**config.mk**
```make
export PLATFORM = sky130hd
export DESIGN_NAME = sii_i2c_cfg_seq
export DESIGN_NICKNAME = d
export VERILOG_FILES = /design/src/rtl/sii_cfg_pkg.sv /design/src/rtl/i2c_byte_tx.sv /design/src/rtl/sii_i2c_cfg_seq.sv
export SDC_FILE = /design/constraint.sdc
export NUM_CORES = 1
export LEC_CHECK = 0
export ABC_AREA = 0
export BUFFER_PORTS_ARGS = -buffer_cell sky130_fd_sc_hd__buf_4
export CAP_MARGIN = 30
export CORE_MARGIN = 2
export CORE_UTILIZATION = 50
export DETAILED_ROUTE_END_ITERATION = 10
export GPL_ROUTABILITY_DRIVEN = 0
export PLACE_DENSITY = 0.67
export RECOVER_POWER = 100
export REMOVE_ABC_BUFFERS = 1
export SYNTH_ARGS = -nofsm -noshare
export SYNTH_HDL_FRONTEND = slang
export SYNTH_HIERARCHICAL = 1
export SYNTH_SLANG_ARGS = --single-unit
```
**constraint.sdc**
```tcl
create_clock -name clk -period 3.88 [get_ports clk]
set_clock_uncertainty 0.15 [all_clocks]
set_input_delay 0.776 -clock clk [delete_from_list [all_inputs] [get_ports clk]]
set_output_delay 0.776 -clock clk [all_outputs]
set_load 0.03 [all_outputs]
```
**src/rtl/sii_cfg_pkg.sv**
```systemverilog
// rtl/sii_cfg_pkg.sv - shared states, ops, table layout and divider helper for the SII I2C config sequencer
package sii_cfg_pkg;

  // Top-level sequencer states
  typedef enum logic [3:0] {
    ST_IDLE,
    ST_RST_LO,
    ST_RST_WAIT,
    ST_FETCH,
    ST_START,
    ST_BYTE,
    ST_ACK,
    ST_STOP,
    ST_FIN
  } cfg_state_e;

  // Bus phases the bit engine can run
  typedef enum logic [1:0] {
    OP_START,
    OP_BYTE,
    OP_ACK,
    OP_STOP
  } i2c_op_e;

  // Table entry layout: {dev_addr[7:1], 1'b0, reg[7:0], data[7:0]}
  localparam int DEV_MSB = 23;
  localparam int REG_MSB = 15;
  localparam int DAT_MSB = 7;

  // clk cycles per quarter SCL period
  function automatic int qdiv_calc(input int clk_hz, input int i2c_hz);
    return clk_hz / (4 * i2c_hz);
  endfunction

endpackage

```
**src/rtl/i2c_byte_tx.sv**
```systemverilog
// rtl/i2c_byte_tx.sv - quarter-tick I2C bit engine (start, byte, ack, stop); optional I2C_STRETCH_EN honours clock stretching
module i2c_byte_tx
  import sii_cfg_pkg::*;
#(
  parameter int QDIV = 62
) (
  input  logic       clk,
  input  logic       reset,
  input  logic       en,
  input  logic       go,
  input  i2c_op_e    op,
  input  logic [7:0] byte_in,
  input  logic       scl_in,
  input  logic       sda_in,
  output logic       scl_oe,
  output logic       sda_oe,
  output logic       phase_done,
  output logic       nack
);

  logic [15:0] qcnt;
  logic        tick;
  logic        hold;
  logic        active;
  i2c_op_e     op_r;
  logic [2:0]  qn;
  logic [2:0]  bitn;
  logic        last_q;
  logic        nack_r;

`ifdef I2C_STRETCH_EN
  // A released SCL that still reads low is being stretched by the slave
  assign hold = active && !scl_oe && !scl_in;
`else
  logic unused_scl_in;
  assign unused_scl_in = scl_in;
  assign hold = 1'b0;
`endif

  assign tick       = (qcnt == 16'(QDIV - 1)) && !hold;
  assign last_q     = (op_r == OP_STOP) ? (qn == 3'd6) : (qn == 3'd3);
  assign phase_done = active && tick && last_q && ((op_r != OP_BYTE) || (bitn == 3'd7));
  assign nack       = nack_r;

  // Quarter divider plus per-quarter line actions; STOP adds 4 quarters of bus-free time
  always_ff @(posedge clk) begin
    if (reset || !en) begin
      qcnt   <= 16'd0;
      active <= 1'b0;
      op_r   <= OP_START;
      qn     <= 3'd0;
      bitn   <= 3'd0;
      scl_oe <= 1'b0;
      sda_oe <= 1'b0;
      nack_r <= 1'b0;
    end else begin
      if (!hold) begin
        qcnt <= (qcnt == 16'(QDIV - 1)) ? 16'd0 : qcnt + 16'd1;
      end
      if (!active) begin
        if (go) begin
          active <= 1'b1;
          op_r   <= op;
          qn     <= 3'd0;
          bitn   <= 3'd0;
        end
      end else if (tick) begin
        unique case (op_r)
          OP_START: begin
            if (qn == 3'd0) begin scl_oe <= 1'b0; sda_oe <= 1'b0; end
            if (qn == 3'd2) sda_oe <= 1'b1;
            if (qn == 3'd3) scl_oe <= 1'b1;
          end
          OP_BYTE: begin
            if (qn == 3'd0) sda_oe <= ~byte_in[3'd7 - bitn];
            if (qn == 3'd1) scl_oe <= 1'b0;
            if (qn == 3'd3) scl_oe <= 1'b1;
          end
          OP_ACK: begin
            if (qn == 3'd0) sda_oe <= 1'b0;
            if (qn == 3'd1) scl_oe <= 1'b0;
            if (qn == 3'd2) nack_r <= sda_in;
            if (qn == 3'd3) scl_oe <= 1'b1;
          end
          OP_STOP: begin
            if (qn == 3'd0) sda_oe <= 1'b1;
            if (qn == 3'd1) scl_oe <= 1'b0;
            if (qn == 3'd2) sda_oe <= 1'b0;
          end
        endcase
        if (last_q) begin
          qn <= 3'd0;
          if ((op_r == OP_BYTE) && (bitn != 3'd7)) bitn <= bitn + 3'd1;
          else                                     active <= 1'b0;
        end else begin
          qn <= qn + 3'd1;
        end
      end
    end
  end

endmodule

```
**src/rtl/sii_i2c_cfg_seq.sv**
```systemverilog
// rtl/sii_i2c_cfg_seq.sv - SII9136/SII9233 I2C config sequencer top; I2C_STRETCH_EN enables slave clock stretching
module sii_i2c_cfg_seq
  import sii_cfg_pkg::*;
#(
  parameter int CLK_HZ     = 25000000,
  parameter int I2C_HZ     = 100000,
  parameter int TBL_AW     = 6,
  parameter int RST_CYCLES = 250000
) (
  input  logic              clk,
  input  logic              reset,
  input  logic              start,
  output logic              busy,
  output logic              done,
  output logic              error,
  output logic [TBL_AW-1:0] err_idx,
  output logic              chip_reset_,
  output logic [TBL_AW-1:0] tbl_addr,
  input  logic [23:0]       tbl_data,
  output logic              scl_oe,
  output logic              sda_oe,
  input  logic              scl_in,
  input  logic              sda_in
);

  localparam int QDIV = qdiv_calc(CLK_HZ, I2C_HZ);

  cfg_state_e  state, nxt;
  logic [31:0] rst_cnt;
  logic        rst_last;
  logic        fetch_ph;
  logic [23:0] sr;
  logic [1:0]  byte_cnt;
  logic        eng_go;
  i2c_op_e     eng_op;
  logic        eng_done;
  logic        eng_nack;
  logic        end_of_tbl;
  logic        walk_over;

  assign rst_last   = (rst_cnt == 32'(RST_CYCLES - 1));
  assign end_of_tbl = (tbl_data[DEV_MSB:DEV_MSB-6] == 7'd0);
  assign walk_over  = error || (&tbl_addr);

  i2c_byte_tx #(.QDIV(QDIV)) u_tx (
    .clk        (clk),
    .reset      (reset),
    .en         (state != ST_IDLE),
    .go         (eng_go),
    .op         (eng_op),
    .byte_in    (sr[DEV_MSB -: 8]),
    .scl_in     (scl_in),
    .sda_in     (sda_in),
    .scl_oe     (scl_oe),
    .sda_oe     (sda_oe),
    .phase_done (eng_done),
    .nack       (eng_nack)
  );

  // State register
  always_ff @(posedge clk) begin
    if (reset) state <= ST_IDLE;
    else       state <= nxt;
  end

  // Next state and bit-engine command; the engine runs while go is held in a bus state
  always_comb begin
    nxt    = state;
    eng_go = 1'b0;
    eng_op = OP_START;
    case (state)
      ST_IDLE:     if (start) nxt = ST_RST_LO;
      ST_RST_LO:   if (rst_last) nxt = ST_RST_WAIT;
      ST_RST_WAIT: if (rst_last) nxt = ST_FETCH;
      ST_FETCH:    if (fetch_ph) nxt = end_of_tbl ? ST_FIN : ST_START;
      ST_START: begin
        eng_go = 1'b1;
        eng_op = OP_START;
        if (eng_done) nxt = ST_BYTE;
      end
      ST_BYTE: begin
        eng_go = 1'b1;
        eng_op = OP_BYTE;
        if (eng_done) nxt = ST_ACK;
      end
      ST_ACK: begin
        eng_go = 1'b1;
        eng_op = OP_ACK;
        if (eng_done) nxt = (eng_nack || (byte_cnt == 2'd2)) ? ST_STOP : ST_BYTE;
      end
      ST_STOP: begin
        eng_go = 1'b1;
        eng_op = OP_STOP;
        if (eng_done) nxt = walk_over ? ST_FIN : ST_FETCH;
      end
      ST_FIN:  nxt = ST_IDLE;
      default: nxt = ST_IDLE;
    endcase
  end

  // Reset timing, table walk, shift register and sticky status
  always_ff @(posedge clk) begin
    if (reset) begin
      busy        <= 1'b0;
      done        <= 1'b0;
      error       <= 1'b0;
      err_idx     <= '0;
      chip_reset_ <= 1'b1;
      tbl_addr    <= '0;
      rst_cnt     <= 32'd0;
      fetch_ph    <= 1'b0;
      sr          <= 24'd0;
      byte_cnt    <= 2'd0;
    end else begin
      case (state)
        ST_IDLE: if (start) begin
          chip_reset_ <= 1'b0;
          tbl_addr    <= '0;
          done        <= 1'b0;
          error       <= 1'b0;
          busy        <= 1'b1;
          rst_cnt     <= 32'd0;
        end
        ST_RST_LO: begin
          rst_cnt <= rst_last ? 32'd0 : rst_cnt + 32'd1;
          if (rst_last) chip_reset_ <= 1'b1;
        end
        ST_RST_WAIT: rst_cnt <= rst_last ? 32'd0 : rst_cnt + 32'd1;
        ST_FETCH: begin
          fetch_ph <= ~fetch_ph;
          if (fetch_ph) sr <= tbl_data;
        end
        ST_START: byte_cnt <= 2'd0;
        ST_ACK: if (eng_done) begin
          if (eng_nack) begin
            error   <= 1'b1;
            err_idx <= tbl_addr;
          end else begin
            byte_cnt <= byte_cnt + 2'd1;
            sr       <= {sr[15:0], 8'h00};
          end
        end
        ST_STOP: if (eng_done && !walk_over) tbl_addr <= tbl_addr + TBL_AW'(1);
        ST_FIN: begin
          done <= 1'b1;
          busy <= 1'b0;
        end
        default: ;
      endcase
    end
  end

endmodule

```
==> results of run 1 <==
cells by family (layout without fill, tap and decap cells):
kind of cell / Yosys count / in the layout
AOI/OAI and AO/OA: 111 / 111
buffers and inverters: 48 / 87
xor gates and xnor gates: 30 / 30
adders and majority gates: 18 / 18
DFF: 107 / 107
and+or+nand+nor: 318 / 318
muxes: 18 / 18
worst max path at each step:
stage,from,to
CTS,u_tx/qcnt[0]$_SDFF_PP0_,sr[23]$_SDFFE_PP0P_
global route,u_tx/qcnt[0]$_SDFF_PP0_,sr[23]$_SDFFE_PP0P_
floorplan,u_tx/qcnt[0]$_SDFF_PP0_,sr[10]$_SDFFE_PP0P_
global placement,u_tx/qcnt[0]$_SDFF_PP0_,sr[21]$_SDFFE_PP0P_
detailed placement,u_tx/qcnt[0]$_SDFF_PP0_,sr[23]$_SDFFE_PP0P_
finish,u_tx/qcnt[0]$_SDFF_PP0_,sr[8]$_SDFFE_PP0P_
power by group:
part | switching (mW) | leakage, nW | total, mW | internal [mW]
registers | 0.0750 | 0.863 | 1.21 | 1.14
clock network | 0.392 | 0.102 | 0.708 | 0.316
logic | 0.410 | 1.06 | 0.609 | 0.199
final cells by class:
| class | count | area [sq um] |
|---|---|---|
| flip-flops and latches | 107 | 2140 |
| inverters | 20 | 75.1 |
| well taps | 136 | 170 |
| multi-input cells | 495 | 3000 |
| repair buffers | 51 | 304 |
| clock buffers | 10 | 138 |
| clock inverters | 6 | 65.1 |
| fillers | 980 | 4480 |
worst max-delay path: stages (launching register included):
cell and delay [ns]:
dfxtp_1 0.39, ha_1 0.18, or4b_1 0.53, nor4_4 0.25, nand2_1 0.21, a221oi_1 0.41
nand2b_1 0.14, nor3_1 0.22, o21a_1 0.14, buf_4 0.35, nor2_1 0.07, a311oi_1 0.26
cells in the mapped netlist (8+ instances only):
library cell  number  area (sq um)
dfxtp_1          107          2140
nor2_1            93           349
nand2_1           81           304
nand3_1           38           190
a21oi_1           36           180
clkbuf_1          21          78.8
inv_1             19          71.3
ha_1              18           225
a311oi_1          17           149
mux2i_1           17           170
xor2_1            16           140
nor3_1            15          75.1
o21ai_0           15          75.1
xnor2_1           14           123
nand2b_1          11          68.8
nand4_1           11          68.8
and3_1            10          62.6
a31oi_1            8          50.1
or3_1              8          50.1
state kept, by name (all words and copies together) (netlist names):
name / flops
state: 4
fetch_ph: 1
err_idx: 6
u_tx/bitn: 3
u_tx/qcnt: 16
rst_cnt: 32
u_tx/active: 1
busy: 1
u_tx/sda_oe: 1
u_tx/scl_oe: 1
tbl_addr: 6
u_tx/op_r: 2
error: 1
u_tx/qn: 3
done: 1
sr: 24
u_tx/nack: 1
chip_reset_: 1
byte_cnt: 2
per-layer routing:
layer  wire length (microns)  vias up  part of all wire  global-route usage
met1                    5710     2195              0.50               0.290
met5                       0        -                 0                   0
li1                        -     2381                 -                   -
met3                     316       11             0.028              0.0442
met4                     182        0             0.016              0.0668
met2                    5270       49              0.46               0.334
==> impl_metrics.yaml, run 1 <==
power_and_ir_drop:
  p_per_area_nw_per_um2: 430
  finalPower_mw: 2.53
  peakVddDrop_mv: 0.302
  leakage_nw: 2.03
synth:
  synthSimpleGateAreaFrac: 0.303
  ys.flop_type: "dfxtp_1"
  synth_xor_area_frac: 0.0489
  ys_warn_count: 6
  async_flop_share: 0
  ys_ff_latch: 107
  syn_inst: 650
  yosysUniqueCellTypes: 70
  synth_adder_area_share: 0.0419
  syn_area_sq_um: 5380
  ys_seq_area_frac: 0.398
  synth_compound_area_frac: 0.137
  synth_edf_count: 0
  avgSynthCellArea_sq_um: 8.27
  muxShareOfSynthArea: 0.0358
  synth_top_family_by_area: "simple AND/OR/NAND/NOR gates"
clock_tree:
  clock_sinks: 107
  post-cts-setup-buffers: 0
  cts_tree: "yes"
  htreeDepth: 3
  cts_buffers: 9
  path_clk_slew_ns: 0.10
  clock-root-buffer: "clkbuf_8"
  insertion_delay_ns: 0.39
  ctsResizeCount: 0
  hold_buffers: 0
  cts_buffer_depth: 2
final_layout:
  final_cell_mix: "dfxtp_1, nor2_1, nand2_1"
  nets: 731
  stdcell_count: 825
  synthToLayoutAreaGrowth_pct: 9.56
  final_common_cell: "dfxtp_1"
  insertedDiodeCount: 0
  drive_above_1_share: 0.0900
  final_cell_area_sq_um: 5890
  utilization: 0.568
sta:
  finalSetupViolCount: 0
  slew_viol_final: 0
  hold_viol: 0
  finalCritPeriodShare: 0.877
  relSlewSlack: 0.261
  worst_pin_slew_ns: 1.10
  setup_ws_ns: 0.478
  rsz0062_at_grt: "no"
  max_freq_ghz: 0.294
  tns_ns: 0
  fin_hold_ws_ns: 0.306
  period_needed_ns: 3.40
worst_setup_path:
  critical_path_class: "reg -> reg"
  cp.arrival_ns: 3.55
  r2r-start: "u_tx/qcnt[0]$_SDFF_PP0_"
  cp_data_required_time_ns: 4.03
  startpoint_type: "flop"
  timing.rr.end: "sr[8]$_SDFFE_PP0P_"
  end_kind: "flop"
  crit_path_max_fanout: 40
  worstRegToRegCells: 11
  r2r_setup_slack_ns: 0.48
detailed_routing:
  drt_iter0_markers: 296
  drc: 0
  ant_nets: 0
  post_drt_via_cell_ratio: 5.62
  drt_wl_total_microns: 11500
  vias: 4636
  dr.pass1.iters: 5
  wire_per_inst_microns: 13.9
floorplanning:
  die_w_microns: 108
  row_count: 37
  start_util: 0.518
  ios: 47
  fp.dieArea_sq_um: 11600
  die_h_microns: 108
  core-area_sq_um: 10400
min_path:
  min_to: "sr[6]$_SDFFE_PP0P_"
  min_from: "sr[6]$_SDFFE_PP0P_"
  whs_path_depth: 2
  hp-class: "reg -> reg"
grt:
  grt_pass1_wl_microns: 19800
  globalRouteTotalUtil: 0.212
  grt.overflow.total: 0
  grt_pass1_vias: 4285
  grt_max_degree: 55
  antenna_found_initial: 0
place:
  hpwl_microns: 7990
  dp.cells: 809
  placed_cell_area_sq_um: 5820
  place_ws_ns: 0.541
  port_buffers: 45
status:
  status: "complete, no violations"
run:
  maxCapViolCount: 0
No activity file was read; power rests on OpenSTA's default activity.
==> inputs of run 2 (changes only) <==
--- a/config.mk
+++ b/config.mk
@@ -8,6 +8,7 @@
 export ABC_AREA = 0
 export BUFFER_PORTS_ARGS = -buffer_cell sky130_fd_sc_hd__buf_4
 export CAP_MARGIN = 30
+export CORE_ASPECT_RATIO = 1.25
 export CORE_MARGIN = 2
 export CORE_UTILIZATION = 50
 export DETAILED_ROUTE_END_ITERATION = 10
==> run 2 against run 1 <==
  * Register-to-register slack got worse by 0.04 ns
  * Largest power group unchanged
  * Via count barely moved
  * Power rose by 8.3%
  * Critical endpoint is now sr[19]$_SDFFE_PP0P_
  * Core utilization about the same
  * Count of clock-buffer cells in the layout stayed put
  * Non-clock buffer count stayed put
  * Global-route usage shrank 1.5 points
  * Sequential share of layout area down 0.48 points
==> impl_metrics.yaml, run 2 (synthesized netlist as in run 1, its figures left out) <==
grt:
  globalRouteTotalUtil: 0.196
  antenna_found_initial: 0
  grt_max_degree: 55
  grt.overflow.total: 0
  grt_pass1_vias: 4320
  grt_pass1_wl_microns: 19300
final_layout:
  final_common_cell: "dfxtp_1"
  final_cell_mix: "dfxtp_1, nor2_1, nand2_1"
  synthToLayoutAreaGrowth_pct: 11.0
  regArea_sq_um: 2140
  fillCellCount: 1006
  largest_registers: "rst_cnt x32, sr x24, u_tx/qcnt x16"
  largest-register: "rst_cnt"
  largest_reg_flops: 32
  final_cell_area_sq_um: 5970
  drive_above_1_share: 0.0871
  insertedDiodeCount: 0
  multi_input_area_sq_um: 2980
  nets: 731
worst_setup_path:
  cp.arrival_ns: 3.54
  cp_data_required_time_ns: 3.98
  end_kind: "flop"
  crit_path_max_fanout: 40
  startpoint_type: "flop"
  critical_path_class: "reg -> reg"
clock_tree:
  htreeDepth: 3
  insertion_delay_ns: 0.35
  clock_sinks: 107
  cts_buffer_depth: 2
  hold_buffers: 0
  post-cts-setup-buffers: 0
  ctsResizeCount: 0
  clock-root-buffer: "clkbuf_16"
  cts_buffers: 9
  cts_tree: "yes"
  path_clk_slew_ns: 0.07
detailed_routing:
  post_drt_via_cell_ratio: 5.65
  ant_nets: 0
  vias: 4640
  drt_wl_total_microns: 11500
  dr.pass1.iters: 4
  drc: 0
  drt_iter0_markers: 189
  wire_per_inst_microns: 14.0
sta:
  finalCritPeriodShare: 0.886
  period_needed_ns: 3.44
  finalSetupViolCount: 0
  slew_viol_final: 0
  tns_ns: 0
  hold_viol: 0
  worst_pin_slew_ns: 1.04
  setup_ws_ns: 0.442
  max_freq_ghz: 0.291
  relSlewSlack: 0.299
  rsz0062_at_grt: "no"
power_and_ir_drop:
  switchingPower_mw: 0.889
  switching_share: 0.324
  leakage_nw: 2.07
  p_clk_frac: 0.335
  combPwrFrac: 0.222
  p_int_mw: 1.85
  p_per_area_nw_per_um2: 459
  peakVddDrop_mv: 0.300
  power.share.sequential: 0.443
floorplanning:
  core-area_sq_um: 10500
  start_util: 0.512
  row_count: 42
  die_h_microns: 120
  fp.dieArea_sq_um: 11600
  die_w_microns: 96.8
  ios: 47
place:
  port_buffers: 45
  placed_cell_area_sq_um: 5810
  hpwl_microns: 8120
  place_ws_ns: 0.496
run:
  maxCapViolCount: 0
status:
  status: "complete, no violations"
min_path:
  hp-class: "reg -> reg"
## run 2: critical path, cell delays in order, from the launching register on
cell	delay, ns
dfxtp_1	0.39
ha_1	0.15
or4b_1	0.47
nor4_1	0.30
nand2_1	0.24
a221oi_1	0.41
nand2b_1	0.13
nor3_1	0.22
o21a_1	0.14
clkbuf_4	0.39
nor2_1	0.09
a311oi_1	0.26
## run 2: final cells by class
| class | count | share of cell area |
|---|---|---|
| Tap cell | 132 | 0.0277 |
| Clock buffer | 10 | 0.0400 |
| Timing Repair Buffer | 51 | 0.0509 |
| Clock inverter | 6 | 0.0109 |
| Sequential cell | 107 | 0.359 |
| Inverter | 20 | 0.0126 |
| Multi-Input combinational cell | 495 | 0.499 |
## run 2: worst paths after layout
path / endpoint / startpoint / slack [ns] / cells after the start
max: sr[19]$_SDFFE_PP0P_ / u_tx/qcnt[0]$_SDFF_PP0_ / 0.44 / 11
min reg2reg: sr[0]$_SDFFE_PP0P_ / sr[0]$_SDFFE_PP0P_ / 0.30 / 2
max reg2reg: sr[19]$_SDFFE_PP0P_ / u_tx/qcnt[0]$_SDFF_PP0_ / 0.44 / 11
min: sr[0]$_SDFFE_PP0P_ / sr[0]$_SDFFE_PP0P_ / 0.30 / 2
## run 2: through the flow
step,cells,total power [mW],hold slack (ns),util
after floorplan,622,1.67,0.276,-
after global placement,805,1.85,0.288,0.553
after detailed placement,805,1.87,0.298,0.553
after CTS,821,2.79,0.309,0.582
after global routing,821,2.90,0.322,0.568
final,821,2.74,0.304,0.568
## run 2: power by group through the flow
stage / Sequential [mW] / Clock [mW] / Combinational (mW)
after floorplan: 1.23 / 0 / 0.435
after global placement: 1.24 / 0 / 0.614
after detailed placement: 1.24 / 0 / 0.636
after CTS: 1.21 / 0.943 / 0.639
after global routing: 1.22 / 0.982 / 0.691
final: 1.21 / 0.918 / 0.610
## run 2: metal layers
metal / share of wire / up-vias / global-route usage
met5: 0 / - / 0
met4: 0.017 / 0 / 0.0792
met3: 0.029 / 13 / 0.0250
met2: 0.49 / 85 / 0.342
met1: 0.46 / 2172 / 0.246
li1: - / 2370 / -
